<file path="config.mk">
export PLATFORM = sky130hd
export DESIGN_NAME = seg7_scan_driver
export DESIGN_NICKNAME = d
export VERILOG_FILES = /design/src/rtl/seg7_scan_driver_pkg.sv /design/src/rtl/seg7_scan_driver_hex_to_seg7.sv /design/src/rtl/seg7_scan_driver.sv
export SDC_FILE = /design/constraint.sdc
export NUM_CORES = 1
export LEC_CHECK = 0
export CAP_MARGIN = 20
export CORE_MARGIN = 4
export CORE_UTILIZATION = 57
export CTS_BUF_LIST = sky130_fd_sc_hd__clkbuf_4 sky130_fd_sc_hd__clkbuf_8
export CTS_CLUSTER_DIAMETER = 150
export DETAILED_ROUTE_END_ITERATION = 8
export GPL_TIMING_DRIVEN = 0
export PLACE_DENSITY = 0.86
export SETUP_SLACK_MARGIN = 0.4
export SLEW_MARGIN = 25
export SYNTH_ARGS = -nofsm -noshare
export SYNTH_HDL_FRONTEND = slang
export SYNTH_SLANG_ARGS = --single-unit
</file>
<file path="constraint.sdc">
create_clock -name clkin -period 3.2 [get_ports clkin]
set_clock_uncertainty 0.15 [all_clocks]
set_input_delay 0.64 -clock clkin [delete_from_list [all_inputs] [get_ports clkin]]
set_output_delay 0.64 -clock clkin [all_outputs]
set_load 0.01 [all_outputs]
</file>
<file path="src/rtl/seg7_scan_driver_pkg.sv">
// ============================================================================
//  Module      : seg7_scan_driver_pkg
//  Description : Shared segment patterns, digit constants and small helpers
//                for the seven-segment scan driver.
//  Revision    : 1.0 - initial release
// ============================================================================
`timescale 1ns/1ps
`default_nettype none

package seg7_scan_driver_pkg;

    typedef logic [6:0] seg_t;

    localparam int         NUM_DIGITS = 4;
    localparam logic [3:0] ANODE_OFF  = 4'b1111;

    // Active-low patterns, bit order {g,f,e,d,c,b,a}
    localparam seg_t SEG_0     = 7'b1000000;
    localparam seg_t SEG_1     = 7'b1111001;
    localparam seg_t SEG_2     = 7'b0100100;
    localparam seg_t SEG_3     = 7'b0110000;
    localparam seg_t SEG_4     = 7'b0011001;
    localparam seg_t SEG_5     = 7'b0010010;
    localparam seg_t SEG_6     = 7'b0000010;
    localparam seg_t SEG_7     = 7'b1111000;
    localparam seg_t SEG_8     = 7'b0000000;
    localparam seg_t SEG_9     = 7'b0010000;
    localparam seg_t SEG_A     = 7'b0001000;
    localparam seg_t SEG_B     = 7'b0000011;
    localparam seg_t SEG_C     = 7'b1000110;
    localparam seg_t SEG_D     = 7'b0100001;
    localparam seg_t SEG_E     = 7'b0000110;
    localparam seg_t SEG_F     = 7'b0001110;
    localparam seg_t SEG_BLANK = 7'h7F;

    function automatic logic [3:0] anode_sel(input logic [1:0] idx);
        return ~(4'b0001 << idx);
    endfunction

    // A digit is a leading zero when it and every more-significant nibble are zero
    function automatic logic lz_blanked(input logic [15:0] word,
                                        input logic [1:0]  idx,
                                        input logic        en);
        logic [15:0] upper;
        upper = word >> {idx, 2'b00};
        return en && (idx != 2'd0) && (upper == 16'h0000);
    endfunction

endpackage

`default_nettype wire

</file>
<file path="src/rtl/seg7_scan_driver_hex_to_seg7.sv">
// ============================================================================
//  Module      : hex_to_seg7
//  Description : Combinational hex nibble to active-low seven-segment decode.
//  Revision    : 1.0 - initial release
// ============================================================================
`timescale 1ns/1ps
`default_nettype none

module hex_to_seg7
    import seg7_scan_driver_pkg::*;
(
    input  logic [3:0] i_nibble,
    output logic [6:0] o_seg
);

    always_comb begin
        o_seg = SEG_BLANK;
        case (i_nibble)
            4'h0: o_seg = SEG_0;
            4'h1: o_seg = SEG_1;
            4'h2: o_seg = SEG_2;
            4'h3: o_seg = SEG_3;
            4'h4: o_seg = SEG_4;
            4'h5: o_seg = SEG_5;
            4'h6: o_seg = SEG_6;
            4'h7: o_seg = SEG_7;
            4'h8: o_seg = SEG_8;
            4'h9: o_seg = SEG_9;
            4'hA: o_seg = SEG_A;
            4'hB: o_seg = SEG_B;
            4'hC: o_seg = SEG_C;
            4'hD: o_seg = SEG_D;
            4'hE: o_seg = SEG_E;
            4'hF: o_seg = SEG_F;
            default: o_seg = SEG_BLANK;
        endcase
    end

endmodule

`default_nettype wire

</file>
<file path="src/rtl/seg7_scan_driver.sv">
// ============================================================================
//  Module      : seg7_scan_driver
//  Description : Four-digit multiplexed seven-segment driver with a
//                frame-synchronous double-buffered display word.
//  Revision    : 1.0 - initial release
// ============================================================================
`timescale 1ns/1ps
`default_nettype none

module seg7_scan_driver
    import seg7_scan_driver_pkg::*;
#(
    parameter int REFRESH_DIV = 100000
) (
    input  logic        clkin,
    input  logic        reset,
    input  logic [15:0] data_in,
    input  logic        data_valid,
    input  logic        blank_lz,
    input  logic [3:0]  dp_in,
    output logic [3:0]  Anode,
    output logic [6:0]  Cathode,
    output logic        dp,
    output logic        busy,
    output logic        frame_done
);

    localparam int                c_PW   = $clog2(REFRESH_DIV);
    localparam int                c_IDXW = $clog2(NUM_DIGITS);
    localparam logic [c_PW-1:0]   c_PMAX = c_PW'(REFRESH_DIV - 1);
    localparam logic [c_IDXW-1:0] c_LAST = c_IDXW'(NUM_DIGITS - 1);

    logic [c_PW-1:0]   r_presc;
    logic [c_IDXW-1:0] r_idx;
    logic [15:0]       r_shadow;
    logic [15:0]       r_disp;
    logic              r_pending;
    logic [3:0]        r_anode;
    logic [6:0]        r_cathode;
    logic              r_dp;
    logic              r_frame_done;

    logic              w_tick;
    logic              w_boundary;
    logic [3:0]        w_nibble;
    logic [6:0]        w_seg;
    logic              w_blank;

    assign w_tick     = (r_presc == c_PMAX);
    assign w_boundary = w_tick && (r_idx == c_LAST);
    assign w_nibble   = r_disp[{r_idx, 2'b00} +: 4];
    assign w_blank    = lz_blanked(r_disp, r_idx, blank_lz);

    hex_to_seg7 u_hex_to_seg7 (
        .i_nibble (w_nibble),
        .o_seg    (w_seg)
    );

    always_ff @(posedge clkin) begin
        if (reset) begin
            r_presc      <= '0;
            r_idx        <= '0;
            r_shadow     <= 16'h0000;
            r_disp       <= 16'h0000;
            r_pending    <= 1'b0;
            r_anode      <= ANODE_OFF;
            r_cathode    <= SEG_BLANK;
            r_dp         <= 1'b1;
            r_frame_done <= 1'b0;
        end else begin
            r_presc <= w_tick ? '0 : r_presc + 1'b1;
            if (w_tick) begin
                r_idx <= r_idx + 1'b1;
            end

            // A strobe landing on the boundary bypasses the shadow wait
            if (w_boundary) begin
                r_pending <= 1'b0;
                if (data_valid) begin
                    r_disp   <= data_in;
                    r_shadow <= data_in;
                end else if (r_pending) begin
                    r_disp <= r_shadow;
                end
            end else if (data_valid) begin
                r_shadow  <= data_in;
                r_pending <= 1'b1;
            end

            r_anode      <= anode_sel(r_idx);
            r_cathode    <= w_blank ? SEG_BLANK : w_seg;
            r_dp         <= ~dp_in[r_idx];
            r_frame_done <= w_boundary;
        end
    end

    assign Anode      = r_anode;
    assign Cathode    = r_cathode;
    assign dp         = r_dp;
    assign busy       = r_pending;
    assign frame_done = r_frame_done;

endmodule

`default_nettype wire
</file>
# After elaboration in Yosys (flattened, before gate mapping)
# Memories as Yosys holds them, arrays and structs flattened. A register that Yosys moved wholly into a read port is not among the register bits.
# Index checks and enable logic that the tools add are counted.
[word_totals]
regBits = 58
latchBits = 0
ramBits = 0
rom_bits = 112
inputBits = 24
out_inout_bits = 14
word_cells = 33
memories = 1
[classes]
add_sub_neg = 2
multipliers = 0
div = 0
magnitude_cmp = 1
n_eq_ne = 2
n_shift = 3
n_mux = 4
bitwise_logic = 2
n_reduce_logical = 10
[mem_list]
columns = ["memory", "words", "width", "read_ports", "rd_ports_with_merged_regs", "write_ports", "line", "source"]
rows = [
  ["(no name shown)", 16, 7, 1, 1, 0, "seg7_scan_driver_hex_to_seg7.sv:18", "case (i_nibble)"],
]
[op_table]
columns = ["cell", "count"]
rows = [
  ["2-to-1 mux 16 bit", 2],
  ["adder 17 x 1 -> 17 bit, second input constant", 1],
  ["equality test 17 bit, second input constant", 1],
  ["logical NOT 16 bit", 1],
  ["indexed part select 16 x 5 -> 4 bit", 1],
  [">> shifter 16 x 4 -> 16 bit", 1],
  ["OR reduction 2 bit", 3],
  ["NOT 4 bit", 1],
  ["nonzero test 2 bit", 2],
  ["left shift 1 x 2 -> 4 bit, first input constant", 1],
  ["logical AND 1 bit", 3],
  ["< comparator 2 x 3 -> 1 bit, second input constant", 1],
  ["adder 2 x 1 -> 2 bit, second input constant", 1],
  ["binary-select mux 1 bit (select 2 bit)", 1],
  ["equality test 2 bit, second input constant", 1],
  ["AND reduction 2 bit", 1],
  ["2-to-1 mux 1 bit", 1],
  ["NOT 1 bit", 1],
]

# Logic depth before layout (Yosys ltp)
# Gate-level depths: netlist of the first run.
[logic_depth]
ltp_word = 4
mapped_depth = 8
ltp_nobuf = 7

# By module
# Synthesis of the first run repeated with hierarchy kept, for this count alone.
[unflattened]
cells_unflattened = 295
hier_area_um2 = 2997.9
[by_module_without_submodules]
columns = ["module", "instances", "cells_per_inst", "area_per_inst_um2", "seq_area_each_um2"]
rows = [
  ["seg7_scan_driver", 1, 263, 2722.6, 1301.2],
  ["hex_to_seg7", 1, 32, 275.3, 0.0],
]

# Worst setup path after synthesis of the first run
# OpenSTA, ideal clock, no wires.
[synth_timing]
path_type = "register -> register"
startpoint = "register r_idx[0]"
endpoint = "register r_cathode[4], in the netlist Cathode[4]"
setup_time_ns = 0.106
arrival_ns = 2.478
path_slack_ns = 0.466
path_stages_with_launch = 9
path_buffers = 1
path_cell_list = "dfxtp_1 buf_2 mux4_2 inv_1 ha_1 or4bb_1 a211oi_1 o2bb2ai_1 o311ai_0"
[synth_via]
elab_chain_len = 4
word_cells_on_any_way = 7
[synth_rtl]
columns = ["element", "line", "source"]
rows = [
  ["start, declared", "seg7_scan_driver.sv:34", "logic [c_IDXW-1:0] r_idx;"],
  ["start signal, assigned", "seg7_scan_driver.sv:73", "r_idx <= r_idx + 1'b1;"],
  [">> shifter 16 x 4 -> 16 bit / nonzero test 2 bit (equally long branches)", "seg7_scan_driver_pkg.sv:45, seg7_scan_driver_pkg.sv:46", ""],
  ["logical NOT 16 bit / logical AND 1 bit (equally long branches)", "seg7_scan_driver_pkg.sv:46", "return en && (idx != 2'd0) && (upper == 16'h0000);"],
  ["logical AND 1 bit", "seg7_scan_driver_pkg.sv:46", ""],
  ["OR reduction 2 bit (no source line)", "n/a", ""],
  ["end, declared", "seg7_scan_driver.sv:39", "logic [6:0] r_cathode;"],
]
# Several ways; a longest one is shown, not always the timed one.
# A chain may end at the register's enable or synchronous reset.

# Worst setup path in the final report of the first run
# Ends and elaborated chain as after synthesis.

==> impl_metrics.env, run 1 <==
export IMPL_dp_final_hpwl_um=4341
export IMPL_worst_hold_startpoint="r_presc[0]"
export IMPL_critPathLaunch="r_idx[0]"
export IMPL_ys_async_sr_fraction=0
export IMPL_fmax_mhz=369.6
export IMPL_critPathCaptureType="register"
export IMPL_grt_setup_unrepaired="no"
export IMPL_gpl_final_weighted_congestion=0.9094
export IMPL_edff_count_synth=0
export IMPL_power_combinational_fraction=0.061
export IMPL_largest_net_degree_at_the_start_of_global_routing=11
export IMPL_timing_final_ws_setup_ps=494.4
export IMPL_ant_nets=0
export IMPL_timing_final_crit_share=0.8455
export IMPL_synthesis_stage_register_bit_count=65
export IMPL_routed_via_count=2183
export IMPL_yosysSeqAreaShare=0.4324
export IMPL_p_total_mw=1.642
export IMPL_leakagePower_nw=1.504
export IMPL_dominantRegCellSynth="sky130_fd_sc_hd__dfxtp_1"
export IMPL_cts_htree_levels=3
export IMPL_globalRouteTotalUtil=0.2128
export IMPL_slowest_stage="sky130_fd_sc_hd__mux4_2"
export IMPL_synth_warnings=0
export IMPL_drt_first_pass_iters=4
export IMPL_cts_buffers=9
export IMPL_insertion_delay_ps=340
export IMPL_whs_ps=339.2
export IMPL_cpPeakStageDelay_ps=530
export IMPL_postLayoutCoreUtil=0.7210
export IMPL_cap_violations=0
export IMPL_synthesis_instances=289
export IMPL_netSwitchingPower_mw=0.3531
export IMPL_worst_r2r_startpoint="r_idx[0]"
export IMPL_row_count=26
export IMPL_dp_worst_setup_slack_ps=81.17
export IMPL_slew_headroom=0.5502
export IMPL_floorplan_die_area_mm2=0.006506
export IMPL_cts_clk_slew_worst_paths_ps=70
export IMPL_cts_path_max_buffers=2
export IMPL_antenna_diodes=0
export IMPL_grt_util_met2=0.3543
export IMPL_gr_usage_met1=0.2549
export IMPL_most_used_cells_in_the_layout_excluding_fill_and_tap_cells="64 x sky130_fd_sc_hd__dfxtp_1, 36 x sky130_fd_sc_hd__nor2_1, 35 x sky130_fd_sc_hd__clkdlybuf4s50_1"
export IMPL_clock_power_share=0.429
export IMPL_seq_power_share=0.510
export IMPL_syn_num_nets=323
export IMPL_dieWidth_um=80.66
export IMPL_critPathRequiredTime_ps=3280
export IMPL_ctsHoldBuffers=0
export IMPL_io_buffers=35
export IMPL_run_status="completed"
export IMPL_cts_root_buffer_cell="sky130_fd_sc_hd__clkbuf_8"
export IMPL_critical_path_buf_inv_count=2
export IMPL_p_r_area_growth_vs_syn_pct=22.37
export IMPL_grtUsageMet3=0.05157
export IMPL_timing_final_hold_violations=0
export IMPL_cp_data_arrival_time_ps=2790
export IMPL_internal_power_mw=1.289
export IMPL_design_core_area_mm2=0.005107
export IMPL_layout_min_cycle_time_ps=2706
export IMPL_wl_per_cell_um=14.77
export IMPL_post_synth_instance_area_mm2=0.003009
export IMPL_tns_ps=0
export IMPL_die_height_um=80.66
export IMPL_globalRoute_totalOverflow=0
export IMPL_floorplan_io_pins=38
export IMPL_worstPathMaxFanout=10
export IMPL_power_density_mw_per_mm2=446.0
export IMPL_antenna_violations_before_repair=0
export IMPL_grt_pass1_vias=2118
export IMPL_vdd_drop_max_mv=0.2590
export IMPL_postSynthAreaPerCell_um2=10.41
export IMPL_worst_hold_path_type="reg2reg"
export IMPL_tritoncts_num_sinks=65
export IMPL_tightest_slew_ps=655.9
export IMPL_setup_reg_to_reg_worst_slack_ps=490
export IMPL_start_kind="register"
export IMPL_setup_violations=0
export IMPL_top_usage_layer="met2"
export IMPL_ys_types=40
export IMPL_final_common_cell="sky130_fd_sc_hd__dfxtp_1"
export IMPL_drc_errors=0
export IMPL_slew_violations=0
export IMPL_detail_route_vias_per_cell=5.311
export IMPL_worst_path_dominant_cell_family="multiplexers"
export IMPL_num_nets_final=370
export IMPL_layout_drive_gt1_share=0.1672
export IMPL_initial_core_utilization=0.5892
export IMPL_critical_setup_path_kind="reg2reg"
export IMPL_routed_wl_um=6071
export IMPL_grt_pass1_wl_um=10360
export IMPL_drt_iter0_markers=101
export IMPL_power_switching_share=0.2150
export IMPL_crit_chain="buf_6 > mux4_2 > inv_1 > ha_2 > or4bb_1 > a211oi_2 > o2bb2ai_2 > o311ai_0"
export IMPL_cts_tree="yes"
-- Yosys cell counts, types with 3 or more instances --
master	instances	area, µm²
sky130_fd_sc_hd__dfxtp_1	65	1301
sky130_fd_sc_hd__nor2_1	36	135.1
sky130_fd_sc_hd__mux2i_1	19	190.2
sky130_fd_sc_hd__nor2b_1	19	118.9
sky130_fd_sc_hd__ha_1	10	125.1
sky130_fd_sc_hd__mux2_2	10	112.6
sky130_fd_sc_hd__mux2_4	10	150.1
sky130_fd_sc_hd__nand2_1	10	37.54
sky130_fd_sc_hd__nand3_1	9	45.04
sky130_fd_sc_hd__xor2_1	8	70.07
sky130_fd_sc_hd__clkbuf_1	7	26.28
sky130_fd_sc_hd__inv_1	7	26.28
sky130_fd_sc_hd__o21ai_0	7	35.03
sky130_fd_sc_hd__a21oi_1	6	30.03
sky130_fd_sc_hd__nand2b_1	6	37.54
sky130_fd_sc_hd__nand4_1	6	37.54
sky130_fd_sc_hd__mux4_2	5	112.6
sky130_fd_sc_hd__nor4_1	5	31.28
sky130_fd_sc_hd__buf_2	4	20.02
sky130_fd_sc_hd__or3_1	4	25.02
sky130_fd_sc_hd__or4_1	4	30.03
sky130_fd_sc_hd__and2_1	3	18.77
sky130_fd_sc_hd__and3_1	3	18.77
sky130_fd_sc_hd__and4_1	3	26.28
sky130_fd_sc_hd__o211ai_1	3	22.52
sky130_fd_sc_hd__o31ai_1	3	22.52
-- stage by stage --
stage               instance area, µm²  cells
finish                            3682    411
global route                      3682    411
CTS                               3670    411
detailed placement                3447    394
global placement                  3447    394
floorplan                         3009    289
-- repair_timing --
action	in CTS	in global routing
pin swaps	0	1
resized for setup	5	5
setup buffers	1	0
endpoints found under the hold margin	0	0
endpoints found under the setup margin	7	7
-- per-layer routing --
layer | wire [µm] | vias to the layer above | share of wire
met5 | 0 | - | 0
met4 | 91 | 0 | 0.015
met3 | 262 | 10 | 0.043
met2 | 3070 | 41 | 0.51
met1 | 2645 | 1016 | 0.44
li1 | - | 1116 | -
-- kinds of logic (layout without fill, tap and decap cells) --
| group | count (synthesis) | in the layout | synth area share |
|---|---|---|---|
| AOI/OAI and AO/OA | 24 | 24 | 0.04948 |
| xor gates and xnor gates | 10 | 10 | 0.02911 |
| adders and majority gates | 10 | 10 | 0.04158 |
| buffers and inverters | 21 | 73 | 0.03826 |
| DFF | 65 | 65 | 0.4324 |
| muxes | 44 | 44 | 0.1879 |
| and+or+nand+nor | 115 | 115 | 0.2212 |
-- power by group through the flow --
stage	sequential (mW)	clock, mW	combinational [mW]
after floorplan	0.857	0	0.0454
after global placement	0.855	0	0.0960
after detailed placement	0.856	0	0.0987
after CTS	0.838	0.713	0.101
after global routing	0.839	0.762	0.109
final	0.838	0.705	0.0995
-- sequential cells by signal, indices dropped and copies added, names as in the netlist --
name	cells
Anode	4
Cathode	7
busy	1
dp	1
frame_done	1
r_disp	16
r_idx	2
r_presc	17
r_shadow	16
-- final cells by class --
cell class | count | area (µm²)
fill | 374 | 1425
multi-input combinational | 203 | 1607
clock inverter | 3 | 40.04
tap | 70 | 87.58
timing repair buffer | 36 | 357.8
inverter | 7 | 26.28
sequential | 65 | 1305
clock buffer | 13 | 160.2
buffer | 14 | 98.84
-- worst paths after layout --
kind                            cells after the start          to
worst max-delay path                                8  Cathode[4]
worst min-delay path                                1  r_presc[0]
worst max register to register                      8  Cathode[4]
worst min register to register                      1  r_presc[0]
(Power assumes the default switching activity.)
==> run 2, diff against run 1 <==
CORE_UTILIZATION = 52   (was 57)
PLACE_DENSITY = 0.83   (was 0.86)
clock period = 2.2 ns   (was 3.2 ns; I/O delays follow)
==> impl_metrics.env, run 2 (synthesis gave the netlist of run 1 again) <==
export IMPL_drc_errors=0
export IMPL_critical_setup_path_kind="reg2reg"
export IMPL_largest_register_ffs=17
export IMPL_slew_violations=0
export IMPL_cts_clk_slew_worst_paths_ps=70
export IMPL_globalRouteTotalUtil=0.2066
export IMPL_drt_iter0_markers=142
export IMPL_vdd_drop_max_mv=0.3382
export IMPL_die_height_um=84.07
export IMPL_cp_data_arrival_time_ps=2490
export IMPL_grt_setup_unrepaired="yes"
export IMPL_setup_violations=7
export IMPL_critical_path_buf_inv_count=2
export IMPL_leakagePower_nw=1.692
export IMPL_gpl_final_weighted_congestion=0.8755
export IMPL_antenna_violations_before_repair=0
export IMPL_power_density_mw_per_mm2=614.1
export IMPL_start_kind="register"
export IMPL_power_switching_share=0.2087
export IMPL_routed_via_count=2333
export IMPL_register_area_mm2=0.001315
export IMPL_p_r_area_growth_vs_syn_pct=31.73
export IMPL_layout_drive_gt1_share=0.2528
export IMPL_cts_root_buffer_cell="sky130_fd_sc_hd__clkbuf_8"
export IMPL_largest_net_degree_at_the_start_of_global_routing=11
export IMPL_critPathCaptureType="register"
export IMPL_multi_input_comb_area_mm2=0.001702
export IMPL_cap_violations=0
export IMPL_run_status="finished, violations left"
export IMPL_dieWidth_um=84.07
export IMPL_tightest_slew_ps=733.7
export IMPL_slowest_stage="sky130_fd_sc_hd__mux4_2"
export IMPL_cts_tree="yes"
export IMPL_insertion_delay_ps=350
export IMPL_slew_headroom=0.4969
export IMPL_antenna_diodes=0
export IMPL_registers_with_the_highest_flip_flop_counts="r_presc: 17 flops, r_disp: 16 flops, r_shadow: 16 flops"
export IMPL_cts_htree_levels=3
export IMPL_layout_cells_non_filler=424
export IMPL_cts_buffers=9
export IMPL_seq_power_share=0.501
export IMPL_most_used_cells_in_the_layout_excluding_fill_and_tap_cells="56 x sky130_fd_sc_hd__dfxtp_1, 36 x sky130_fd_sc_hd__nor2_1, 24 x sky130_fd_sc_hd__clkdlybuf4s50_1"
export IMPL_clock_power_share=0.437
export IMPL_power_combinational_fraction=0.063
export IMPL_fmax_mhz=420.4
export IMPL_dp_final_hpwl_um=4492
export IMPL_fillers=397
export IMPL_timing_final_hold_violations=0
export IMPL_postLayoutCoreUtil=0.7111
export IMPL_floorplan_die_area_mm2=0.007068
export IMPL_layout_min_cycle_time_ps=2379
export IMPL_row_count=27
export IMPL_cts_path_max_buffers=2
export IMPL_timing_final_ws_setup_ps=-178.8
export IMPL_num_nets_final=383
export IMPL_timing_final_crit_share=1.081
export IMPL_ctsHoldBuffers=0
export IMPL_netSwitchingPower_mw=0.5079
export IMPL_dpl_cell_area_mm2=0.003503
export IMPL_crit_chain="buf_8 > mux4_2 > inv_2 > ha_4 > or4bb_1 > a211oi_2 > o2bb2ai_4 > o211ai_1"
export IMPL_drt_first_pass_iters=5
export IMPL_number_of_cells_in_the_design_after_placement=396
export IMPL_failing_checks="setup timing"
export IMPL_worst_path_dominant_cell_family="multiplexers"
export IMPL_routed_wl_um=6763
export IMPL_wl_per_cell_um=15.95
export IMPL_dp_worst_setup_slack_ps=-335.2
export IMPL_globalRoute_totalOverflow=0
export IMPL_critPathRequiredTime_ps=2320
export IMPL_ant_nets=0
export IMPL_grt_pass1_vias=2468
export IMPL_io_buffers=35
export IMPL_tritoncts_num_sinks=65
export IMPL_internal_power_mw=1.926
export IMPL_floorplan_io_pins=38
export IMPL_cpPeakStageDelay_ps=520
export IMPL_finalInstanceArea_mm2=0.003964
export IMPL_worst_hold_path_type="reg2reg"
export IMPL_design_core_area_mm2=0.005574
export IMPL_regMostFlops="r_presc"
export IMPL_worstPathMaxFanout=7
export IMPL_final_common_cell="sky130_fd_sc_hd__dfxtp_1"
export IMPL_detail_route_vias_per_cell=5.502
export IMPL_initial_core_utilization=0.5398
export IMPL_grt_pass1_wl_um=11700
[run 2: changes by cell type in the layout (fill, tap and decap cells not counted), sizes merged]
cell           before  now
dlymetal6s2s        0    9
buf                 8   21
bufinv              1    2
clkbuf             20   17
dlygate4sd2         0    2
clkdlybuf4s50      35   24
[run 2: worst paths after layout]
path	start	to	slack (ps)	depth (start not counted)
setup reg to reg	r_idx[0]	Cathode[1]	-180	8
setup / recovery	r_idx[0]	Cathode[1]	-180	8
hold reg to reg	r_presc[16]	r_presc[16]	360	2
hold / removal	r_presc[16]	r_presc[16]	360	2
[run 2: metal layers]
metal | vias up | part of all wire | global-route usage
met4 | 0 | 0.021 | 0.09211
li1 | 1140 | - | -
met3 | 16 | 0.037 | 0.05528
met2 | 44 | 0.52 | 0.3529
met5 | - | 0 | 0
met1 | 1133 | 0.43 | 0.2402
[run 2: what timing repair did]
action	CTS	global route
pin swaps	6	3
cloned	1	0
resized for setup	25	21
buffers inserted	12	1
setup endpoints to repair	36	45
[run 2: per-stage QoR]
| step | TNS, ps | hold WS, ps | total power [mW] |
|---|---|---|---|
| global route | -1681 | 368.6 | 2.535 |
| floorplan | -666.8 | 273.8 | 1.316 |
| CTS | -1491 | 353.9 | 2.451 |
| finish | -1133 | 358.3 | 2.434 |
| detailed placement | -2187 | 292.7 | 1.391 |
| global placement | -1893 | 280.4 | 1.386 |
[run 2: worst reg2reg max path: cells and delay by family, from the launching register on]
family,cells,cell delay (ps)
AO/OA/AOI/OAI,3,490
AND/OR/NAND/NOR,1,430
adder cells (fa/ha/maj),1,120
flip-flops,1,380
buffers and inverters,2,200
multiplexers,1,520
[run 2: power groups by stage]
stage / Clock [mW] / Combinational [mW] / Sequential, mW
5_1_grt: 1.14 / 0.169 / 1.22
4_1_cts: 1.08 / 0.151 / 1.22
6_report: 1.06 / 0.152 / 1.22
3_3_place_gp: 0 / 0.142 / 1.24
2_1_floorplan: 0 / 0.0682 / 1.25
3_5_place_dp: 0 / 0.145 / 1.25
[run 2: layout make-up]
cell class,count,area share
plain buffers,14,0.03093
repair buffers,49,0.1278
clock buffers,10,0.03314
flip-flops and latches,65,0.3318
inverters,7,0.006629
well taps,72,0.02273
multi-input cells,203,0.4293
clock inverters,4,0.01768
